## config.mk

```make
export PLATFORM = sky130hd
export DESIGN_NAME = addsub_seq_ctrl
export DESIGN_NICKNAME = d
export VERILOG_FILES = /design/src/rtl/addsub_seq_ctrl.sv
export SDC_FILE = /design/constraint.sdc
export NUM_CORES = 1
export LEC_CHECK = 0
export CORE_MARGIN = 1
export CORE_UTILIZATION = 45
export DETAILED_ROUTE_END_ITERATION = 8
export PLACE_DENSITY = 0.72
export SLEW_MARGIN = 10
export SYNTH_ARGS = -nofsm -noshare
export SYNTH_HDL_FRONTEND = slang
export SYNTH_SLANG_ARGS = --single-unit
```

## constraint.sdc

```tcl
create_clock -name clk -period 9.2 [get_ports clk]
set_input_delay 2.3 -clock clk [delete_from_list [all_inputs] [get_ports clk]]
set_output_delay 2.3 -clock clk [all_outputs]
set_load 0.005 [all_outputs]
```

## src/rtl/addsub_seq_ctrl.sv

```systemverilog
// Byte-serial WIDTH-bit add/subtract built around one 8-bit adder slice, LSB byte first.
// Result is valid BYTES cycles after acceptance; result is held in DONE until out_ready is seen.

module adder_8bit (
  input  logic [7:0] a,
  input  logic [7:0] b,
  input  logic       cin,
  output logic [7:0] sum,
  output logic       cout
);
  assign {cout, sum} = {1'b0, a} + {1'b0, b} + {8'b0, cin};
endmodule

module addsub_seq_ctrl #(
  parameter int WIDTH = 32,
  parameter int BYTES = WIDTH / 8
) (
  input  logic             clk,
  input  logic             rst,
  input  logic             in_valid,
  output logic             in_ready,
  input  logic             op_sub,
  input  logic [WIDTH-1:0] a,
  input  logic [WIDTH-1:0] b,
  output logic             out_valid,
  input  logic             out_ready,
  output logic [WIDTH-1:0] result,
  output logic             carry,
  output logic             overflow
);
  localparam int CW = (BYTES > 1) ? $clog2(BYTES) : 1;
  localparam logic [CW-1:0] LAST = CW'(BYTES - 1);

  typedef enum logic [1:0] {IDLE, RUN, DONE} state_t;

  state_t           state_q, state_d;
  logic [CW-1:0]    cnt_q, cnt_d;
  logic [WIDTH-1:0] a_q, a_d, b_q, b_d, res_q, res_d;
  logic             sub_q, sub_d, cy_q, cy_d, ovf_q, ovf_d;

  logic [7:0] add_a, add_b, add_sum;
  logic       add_cout;

  assign add_a = a_q[8*cnt_q +: 8];
  assign add_b = b_q[8*cnt_q +: 8] ^ {8{sub_q}};

  adder_8bit u_adder (
    .a    (add_a),
    .b    (add_b),
    .cin  (cy_q),
    .sum  (add_sum),
    .cout (add_cout)
  );

  always_comb begin
    state_d = state_q;
    cnt_d   = cnt_q;
    a_d     = a_q;
    b_d     = b_q;
    sub_d   = sub_q;
    res_d   = res_q;
    cy_d    = cy_q;
    ovf_d   = ovf_q;
    case (state_q)
      IDLE: begin
        if (in_valid) begin
          state_d = RUN;
          a_d     = a;
          b_d     = b;
          sub_d   = op_sub;
          cnt_d   = '0;
          cy_d    = op_sub;
        end
      end
      RUN: begin
        res_d[8*cnt_q +: 8] = add_sum;
        cy_d                = add_cout;
        if (cnt_q == LAST) begin
          // add_b already carries the inversion, so this is the subtract-aware sign check
          ovf_d   = (add_a[7] == add_b[7]) && (add_sum[7] != add_a[7]);
          cnt_d   = '0;
          state_d = DONE;
        end else begin
          cnt_d = cnt_q + CW'(1);
        end
      end
      DONE: begin
        if (out_ready) state_d = IDLE;
      end
      default: state_d = IDLE;
    endcase
  end

  always_ff @(posedge clk) begin
    if (rst) begin
      state_q <= IDLE;
      cnt_q   <= '0;
      a_q     <= '0;
      b_q     <= '0;
      sub_q   <= 1'b0;
      res_q   <= '0;
      cy_q    <= 1'b0;
      ovf_q   <= 1'b0;
    end else begin
      state_q <= state_d;
      cnt_q   <= cnt_d;
      a_q     <= a_d;
      b_q     <= b_d;
      sub_q   <= sub_d;
      res_q   <= res_d;
      cy_q    <= cy_d;
      ovf_q   <= ovf_d;
    end
  end

  assign in_ready  = (state_q == IDLE) && !rst;
  assign out_valid = (state_q == DONE);
  assign result    = res_q;
  assign carry     = cy_q;
  assign overflow  = ovf_q;
endmodule

```

==> results.yml, run 1 <==
clock_tree:
  post_cts_hold_buffer_count: 0
  cts_resized: 0
  clock_tree_from_tritoncts: "built"
  cts_num_sinks: 103
  path_clk_slew_ps: 100
  number_of_buffers_created_by_cts: 9
  clock_insertion_delay_worst_skew_ps: 370
  post-cts-setup-buffers: 0
  cts-root-to-sink-buffers: 2
  cts_root_buffer: "clkbuf_8"
  cts_htree_levels: 3
synth:
  yosysSeqAreaShare: 0.435
  syn_avg_cell_area_sq_um: 8.83
  synth.top_cell.area_share: 0.435
  ys_seq_elements: 103
  synth.top_cells.by_area: "dfxtp_1 (43%), nand2_1 (11%), a21oi_1 (8.4%), mux4_2 (7.6%), ha_1 (3.4%)"
  number_of_enable_type_register_cells_in_the_synthesized_netlist: 0
  post_synthesis_instance_area_sq_um: 4740
  synth_warnings: 0
  synth_top_flop_cell: "dfxtp_1"
  postSynthNetCount: 621
  synth_cells: 537
  async_reset_ff_frac: 0
  synth_cell_types: 58
  netlist.top_cell.by_area: "dfxtp_1"
global_routing:
  grt_first_pass_wirelength_mm: 18.8
  gr-usage-all-layers: 0.217
  pin_count_of_the_biggest_net_entering_global_routing: 106
  antenna_found_initial: 0
  first_global_vias: 3756
  globalRoute.totalOverflow: 0
finish:
  synthToLayoutAreaGrowth_pct: 26.9
  layout-drive-gt1-share: 0.0848
  stdcell_count: 761
  nNetsFinal: 704
  final_common_cell: "nand2_1"
  final.fill_count: 955
  mostFrequentLayoutCells: "nand2_1 (141), dfxtp_1 (103), clkdlybuf4s50_1 (103)"
  register_area_sq_um: 2060
  antenna_cells_inserted: 0
  multi_input_area_sq_um: 2470
  stdcell_area_sq_um: 6010
floorplanning:
  num_rows: 37
  die_width_microns: 105
  die_area_sq_um: 10900
  core_sq_um: 10300
  initial_utilization: 0.461
  ios: 105
  fp.dieH_microns: 105
worst_setup_path:
  worst_r2r_endpoint: "result[28]$_SDFFE_PP0P_"
  cp_slowest_cell: "clkdlybuf4s50_1"
  crit_path_start: "rst"
  delay_of_the_slowest_critical_path_stage_ps: 520
  worstSetupEndpoint: "in_ready"
  crit_path_cell_trace: "buf_4 -> nor3_1 -> clkdlybuf4s50_1"
  reg2reg_from: "cnt_q[0]$_SDFFE_PP0P_"
  cp.arrival_ps: 3120
  ff2ff_path_depth: 10
  timing.critical_path.required_ps: 6900
  critPathKind: "input port to primary output"
  regToRegSetupSlack_ps: 5900
  worst_setup_path_start_kind: "input port"
  worst-path-max-fanout: 12
  end_kind: "primary output"
timing:
  timing.final.setup_violations: 0
  report.final.hold_viol_count: 0
  final.min_clock_period_ps: 5420
  grt_setup_unrepaired: "no"
  slew-limit-headroom: 0.241
  postLayoutSetupSlackWorst_ps: 3780
  max_freq_mhz: 184
  skew_ps: 16.9
  worst-slew-pin-transition_ps: 1130
  final.period_utilization: 0.590
  count_of_final_max_slew_check_failures: 0
  setup_tns_ps: 0
power:
  ir_worst_vdd_uv: 73.4
  power_density_nw_per_um2: 159
  leakage_nw: 2.21
drt:
  wire_per_inst_microns: 15.1
  count_of_vias_placed_by_the_detailed_router: 3973
  ant_nets: 0
  detail_route.wirelength_mm: 11.5
  detail_route.first_pass.iterations: 5
  route.detailed.drc: 0
  drt-initial-drc-count: 206
  drt-vias-per-instance: 5.22
worst_hold_path:
  hold_path.class: "flip-flop to flip-flop"
placement:
  count_of_port_buffers_added_during_placement: 104
  placement.cell_area_sq_um: 5790
  placed_cells_incl_taps: 745
  weighted_congestion_reported_at_the_end_of_routability_driven_placement: 0.854
  dp_hpwl_mm: 8.38
  place_ws_ps: 3770
run:
  drv.max_cap_violation_count: 0
run_status:
  status: "finished clean"
## routing by layer
metal  share of wire  track usage
met3           0.049       0.0405
met1            0.45        0.279
met4          0.0080       0.0594
met5               0            0
met2            0.49        0.372
## logic make-up after synthesis
logic type | count (synthesis) | synth area share
buf+inv | 42 | 0.0451
simple gates | 228 | 0.224
fa+ha+maj | 15 | 0.0428
mux | 17 | 0.0781
flops | 103 | 0.435
compound gates | 123 | 0.158
xor+xnor | 9 | 0.0166
## synthesized netlist by cell type, types with 4 or more instances
| library cell | n |
|---|---|
| dfxtp_1 | 103 |
| ha_1 | 13 |
| a221o_1 | 4 |
| nand2_1 | 142 |
| buf_2 | 18 |
| buf_1 | 7 |
| a32oi_1 | 4 |
| clkbuf_1 | 4 |
| xor2_1 | 7 |
| mux4_2 | 16 |
| inv_1 | 6 |
| a22oi_1 | 10 |
| nor3_1 | 6 |
| nand2b_1 | 5 |
| a22o_1 | 4 |
| o21ai_1 | 6 |
| nor2_1 | 40 |
| a21oi_1 | 80 |
| nor2b_1 | 7 |
## critical path: cells and delay by family
family,cells,cell delay (ps)
simple gates,1,140
buf+inv,2,680
## stage by stage
stage          hold slack (ps)   util  power (mW)
5_1_grt                    473  0.585        1.00
4_1_cts                    458  0.585       0.962
3_3_place_gp               440  0.563       0.645
2_1_floorplan              433      -       0.588
6_report                   460  0.585       0.959
3_5_place_dp               444  0.563       0.650
## where the power goes
| group | internal (mW) | total (mW) | switching [mW] |
|---|---|---|---|
| registers | 0.465 | 0.477 | 0.0115 |
| logic | 0.0758 | 0.163 | 0.0867 |
| clock network | 0.157 | 0.319 | 0.162 |
| total | 0.699 | 0.959 | 0.260 |
## registers in the layout, summed over array words and instances (netlist names)
| register | flops |
|---|---|
| overflow | 1 |
| state_q | 2 |
| result | 32 |
| cnt_q | 2 |
| sub_q | 1 |
| b_q | 32 |
| a_q | 32 |
| carry | 1 |
## cell type report
type                    instances  share of cell area
multi-input cells             392               0.410
inverters                       7             0.00437
repair buffers                107               0.176
clock buffers                   9              0.0206
clock inverters                 7              0.0171
well taps                     136              0.0283
flip-flops and latches        103               0.343
## how the worst min path moves through the flow
| stage | startpoint | endpoint | cells after the start |
|---|---|---|---|
| after floorplan | a_q[16]$_SDFFE_PP0P_ | a_q[16]$_SDFFE_PP0P_ | 2 |
| after global placement | b_q[25]$_SDFFE_PP0P_ | b_q[25]$_SDFFE_PP0P_ | 2 |
| after detailed placement | b_q[22]$_SDFFE_PP0P_ | b_q[22]$_SDFFE_PP0P_ | 2 |
| after CTS | b_q[22]$_SDFFE_PP0P_ | b_q[22]$_SDFFE_PP0P_ | 2 |
| after global routing | b_q[28]$_SDFFE_PP0P_ | b_q[28]$_SDFFE_PP0P_ | 2 |
| final | a_q[11]$_SDFFE_PP0P_ | a_q[11]$_SDFFE_PP0P_ | 2 |
No activity file was read; power rests on OpenSTA's default activity.
==> run 2: changes to the inputs <==
- clock period: 9.2 -> 5.2 ns (I/O delays scaled with it)
==> run 2 against run 1 <==
Effect of this change: via count increased by 0.70%; final cell count stayed put; first-iteration DRC count is 10% higher; sequential share of layout area up 0.057 points; power increased by 73%; sequential power increased by 77%; die area is the same; non-clock buffer count unchanged; combinational power up 75%.
==> results.yml, run 2 (synthesis gave the netlist of run 1 again) <==
worst_setup_path:
  cp.arrival_ps: 2300
  end_kind: "primary output"
  worst-path-max-fanout: 39
  timing.critical_path.required_ps: 3900
  critPathKind: "input port to primary output"
  worst_setup_path_start_kind: "input port"
clock_tree:
  clock_tree_from_tritoncts: "built"
  post-cts-setup-buffers: 0
  cts_root_buffer: "clkbuf_8"
  cts_resized: 0
  cts_htree_levels: 3
  clock_insertion_delay_worst_skew_ps: 370
  post_cts_hold_buffer_count: 0
  cts-root-to-sink-buffers: 2
  cts_num_sinks: 103
  number_of_buffers_created_by_cts: 9
  path_clk_slew_ps: 90
floorplanning:
  die_width_microns: 105
  fp.dieH_microns: 105
  num_rows: 37
  core_sq_um: 10300
  initial_utilization: 0.461
  ios: 105
  die_area_sq_um: 10900
power:
  ir_worst_vdd_uv: 131
  combPwrFrac: 0.172
  leakage_nw: 2.19
  power_density_nw_per_um2: 277
  power_switching_share: 0.272
  share_seq_of_total_power: 0.509
  power.share.clock: 0.319
  power_report.internal_total_mw: 1.21
  post-layout-total-power_mw: 1.66
  total_switching_power_mw: 0.452
timing:
  postLayoutSetupSlackWorst_ps: 1600
  report.final.hold_viol_count: 0
  worst-slew-pin-transition_ps: 1120
  setup_tns_ps: 0
  final.min_clock_period_ps: 3600
  final.period_utilization: 0.692
  slew-limit-headroom: 0.253
  grt_setup_unrepaired: "no"
  skew_ps: 16.1
  timing.final.setup_violations: 0
  max_freq_mhz: 278
  count_of_final_max_slew_check_failures: 0
global_routing:
  globalRoute.totalOverflow: 0
  grt_first_pass_wirelength_mm: 19.4
  antenna_found_initial: 0
  pin_count_of_the_biggest_net_entering_global_routing: 79
  first_global_vias: 3868
  gr-usage-all-layers: 0.224
finish:
  layout-drive-gt1-share: 0.0848
  stdcell_area_sq_um: 6000
  synthToLayoutAreaGrowth_pct: 26.7
  nNetsFinal: 704
  finish.utilization: 0.584
  antenna_cells_inserted: 0
  mostFrequentLayoutCells: "nand2_1 (141), dfxtp_1 (103), clkdlybuf4s50_1 (103)"
  final_common_cell: "nand2_1"
drt:
  ant_nets: 0
  wire_per_inst_microns: 15.1
  detail_route.first_pass.iterations: 7
  drt-initial-drc-count: 227
  detail_route.wirelength_mm: 11.5
  drt-vias-per-instance: 5.26
  route.detailed.drc: 0
  count_of_vias_placed_by_the_detailed_router: 4001
worst_hold_path:
  hold_path.class: "flip-flop to flip-flop"
placement:
  placement.cell_area_sq_um: 5790
  weighted_congestion_reported_at_the_end_of_routability_driven_placement: 0.848
  place_ws_ps: 1600
  dp_hpwl_mm: 8.46
  count_of_port_buffers_added_during_placement: 104
run_status:
  status: "finished clean"
run:
  drv.max_cap_violation_count: 0
## run 2: cell count changes in the layout (fill, tap and decap cells not counted)
cell / delta
clkbuf_8: +2
clkinvlp_4: +2
inv_6: -2
bufinv_16: -1
clkinv_2: -1
## run 2: path summary, 6_finish.rpt
kind                          from                endpoint  depth (start not counted)  slack, ps
max                            rst                in_ready                          3       1600
min           b_q[27]$_SDFFE_PP0P_    b_q[27]$_SDFFE_PP0P_                          2        460
max reg2reg  cnt_q[0]$_SDFFE_PP0P_  result[4]$_SDFFE_PP0P_                         10       1650
min reg2reg   b_q[27]$_SDFFE_PP0P_    b_q[27]$_SDFFE_PP0P_                          2        460
## run 2: stage by stage
stage                     hold slack (ps)  std cells
after floorplan                       433        537
after global placement                439        745
after detailed placement              447        745
after CTS                             457        761
after global routing                  479        761
final                                 458        761
## run 2: final cells by class
| type | count | area (sq um) |
|---|---|---|
| clock buffers | 11 | 151 |
| fillers | 943 | 4270 |
| well taps | 136 | 170 |
| flip-flops and latches | 103 | 2060 |
| clock inverters | 5 | 65.1 |
| repair buffers | 107 | 1060 |
| multi-input cells | 392 | 2470 |
| inverters | 7 | 26.3 |
## run 2: critical path, cell delays in order
cell and delay (ps):
buf_4 230, nor3_1 220, clkdlybuf4s50_1 530
## run 2: power by group through the flow
stage | clock network [mW] | registers [mW] | logic (mW)
after floorplan | 0 | 0.855 | 0.185
after global placement | 0 | 0.862 | 0.278
after detailed placement | 0 | 0.864 | 0.285
after CTS | 0.541 | 0.846 | 0.286
after global routing | 0.573 | 0.851 | 0.316
final | 0.531 | 0.846 | 0.286
## run 2: metal layers
metal,share of wire,track usage
met5,0,0
met3,0.044,0.0424
met2,0.49,0.373
met4,0.011,0.0584
met1,0.45,0.298
==> run 3: changes to the inputs <==
- PLACE_DENSITY: 0.72 -> 0.75
- clock period: 5.2 -> 3.1 ns (I/O delays scaled with it)
==> run 3 against run 2 <==
Effect of this change: non-clock buffer count is 6 higher; clock power up 57%; count of clock-buffer cells in the layout fell by 1; cell area up 1.1%; setup slack worse by 1300 ps; final cell count is 0.66% higher; sequential power up 68%; critical path type is now flip-flop to flip-flop; critical endpoint is now result[23]$_SDFFE_PP0P_; largest power group unchanged; highest routed layer unchanged.
==> results.yml, run 3 (synthesis gave the netlist of run 1 again) <==
run_status:
  status: "finished clean"
worst_setup_path:
  cp.arrival_ps: 3090
  delay_of_the_slowest_critical_path_stage_ps: 520
  cp_slowest_cell: "mux4_2"
  crit_path_cell_trace: "buf_4 -> mux4_2 -> xor2_1 -> ha_1 -> a21o_1 -> nor3_1 -> a21bo_2 -> nor4_1 -> a221o_1"
  crit_path_start: "cnt_q[0]$_SDFFE_PP0P_"
  timing.critical_path.required_ps: 3350
  regToRegSetupSlack_ps: 250
  ff2ff_path_depth: 9
  crit_buf_inv: 1
  critPathTopFamily: "compound AO/OA/AOI/OAI gates"
  worst-path-max-fanout: 10
  end_kind: "flip-flop"
  worstSetupEndpoint: "result[23]$_SDFFE_PP0P_"
  worst_r2r_endpoint: "result[23]$_SDFFE_PP0P_"
  worst_setup_path_start_kind: "flip-flop"
  path_length_in_cells_of_the_critical_path: 9
  critPathKind: "flip-flop to flip-flop"
  reg2reg_from: "cnt_q[0]$_SDFFE_PP0P_"
finish:
  mostFrequentLayoutCells: "nand2_1 (141), clkdlybuf4s50_1 (103), dfxtp_1 (102)"
  final_common_cell: "nand2_1"
  synthToLayoutAreaGrowth_pct: 28.1
  layout-drive-gt1-share: 0.0968
  nNetsFinal: 710
  stdcell_area_sq_um: 6070
  antenna_cells_inserted: 0
  final.fill_count: 900
  finish.utilization: 0.591
drt:
  wire_per_inst_microns: 15.3
  wl_met3_microns: 583
  ant_nets: 0
  met2_wirelength_mm: 5.78
  wl_met1_mm: 5.23
  detail_route.wirelength_mm: 11.7
  route.detailed.drc: 0
  route.top_layer_used: "met4"
  count_of_vias_placed_by_the_detailed_router: 4111
  detail_route.first_pass.iterations: 4
  drt-initial-drc-count: 280
  drt-vias-per-instance: 5.37
clock_tree:
  cts_root_buffer: "clkbuf_8"
  path_clk_slew_ps: 90
  cts-root-to-sink-buffers: 2
  post_cts_hold_buffer_count: 0
  cts_htree_levels: 3
  cts_num_sinks: 103
  number_of_buffers_created_by_cts: 9
  post-cts-setup-buffers: 0
  clock_tree_from_tritoncts: "built"
  clock_insertion_delay_worst_skew_ps: 360
global_routing:
  first_global_vias: 3946
  grt_first_pass_wirelength_mm: 19.2
  globalRoute.totalOverflow: 0
  pin_count_of_the_biggest_net_entering_global_routing: 116
  antenna_found_initial: 0
  gr-usage-all-layers: 0.220
floorplanning:
  initial_utilization: 0.461
  die_area_sq_um: 10900
  num_rows: 37
  fp.dieH_microns: 105
  die_width_microns: 105
  ios: 105
  core_sq_um: 10300
timing:
  timing.final.setup_violations: 0
  setup_tns_ps: 0
  worst-slew-pin-transition_ps: 529
  report.final.hold_viol_count: 0
  grt_setup_unrepaired: "no"
  skew_ps: 11.4
  max_freq_mhz: 351
  final.min_clock_period_ps: 2850
  final.period_utilization: 0.919
  slew-limit-headroom: 0.645
  count_of_final_max_slew_check_failures: 0
run:
  drv.max_cap_violation_count: 0
placement:
  weighted_congestion_reported_at_the_end_of_routability_driven_placement: 0.915
  placement.cell_area_sq_um: 5870
  dp_hpwl_mm: 8.78
  count_of_port_buffers_added_during_placement: 104
power:
  power_density_nw_per_um2: 453
  leakage_nw: 2.23
  ir_worst_vdd_uv: 264
worst_hold_path:
  hold_path.class: "flip-flop to flip-flop"
-- run 3: cell count changes in the layout (fill, tap and decap cells not counted), sizes merged --
cell	delta
buf	+6
clkbuf	-1
clkinv	+1
inv	-1
-- run 3: where the power goes --
| group | switching [mW] | total (mW) | internal, mW |
|---|---|---|---|
| Clock | 0.443 | 0.834 | 0.391 |
| Combinational | 0.257 | 0.494 | 0.237 |
| Sequential | 0.0383 | 1.42 | 1.38 |
-- run 3: repair_timing --
item                                    4_1_cts  5_1_grt
endpoints found under the setup margin        0       13
hold endpoints to repair                      0        0
gates resized for setup                       0        3
-- run 3: metrics by stage --
stage          power, mW  cells  setup slack (ps)  hold slack, ps
6_report            2.75    766               252             455
4_1_cts             2.76    766              63.1             456
3_3_place_gp        1.93    751               189             442
2_1_floorplan       1.74    537               105             433
5_1_grt             2.87    766              51.9             474
3_5_place_dp        1.94    751              94.0             443
-- run 3: area by class of cell --
type | instances | area [sq um] | share of cell area
clock buffer | 10 | 138 | 0.0227
clock inverter | 5 | 58.8 | 0.00968
inverter | 7 | 26.3 | 0.00433
multi-input combinational | 392 | 2470 | 0.407
sequential | 103 | 2060 | 0.340
tap | 136 | 170 | 0.0280
timing repair buffer | 113 | 1140 | 0.188
-- run 3: worst register-to-register path, stage by stage (launching register included) --
cell and delay [ps]:
dfxtp_2 430, buf_4 190, mux4_2 520, xor2_1 170
ha_1 400, a21o_1 210, nor3_1 140, a21bo_2 320
nor4_1 90, a221o_1 280
-- run 3: layer usage --
metal,global-route usage,vias up
met3,0.0412,12
met2,0.372,121
li1,-,2030
met5,0,-
met4,0.0513,0
met1,0.290,1948
-- run 3: how the worst min path moves through the flow --
stage	startpoint	cells after the start	to	slack [ps]
2_1_floorplan	a_q[16]$_SDFFE_PP0P_	2	a_q[16]$_SDFFE_PP0P_	430
3_3_place_gp	a_q[23]$_SDFFE_PP0P_	2	a_q[23]$_SDFFE_PP0P_	440
3_5_place_dp	a_q[17]$_SDFFE_PP0P_	2	a_q[17]$_SDFFE_PP0P_	440
4_1_cts	a_q[17]$_SDFFE_PP0P_	2	a_q[17]$_SDFFE_PP0P_	460
5_1_grt	a_q[17]$_SDFFE_PP0P_	2	a_q[17]$_SDFFE_PP0P_	470
6_report	a_q[17]$_SDFFE_PP0P_	2	a_q[17]$_SDFFE_PP0P_	460
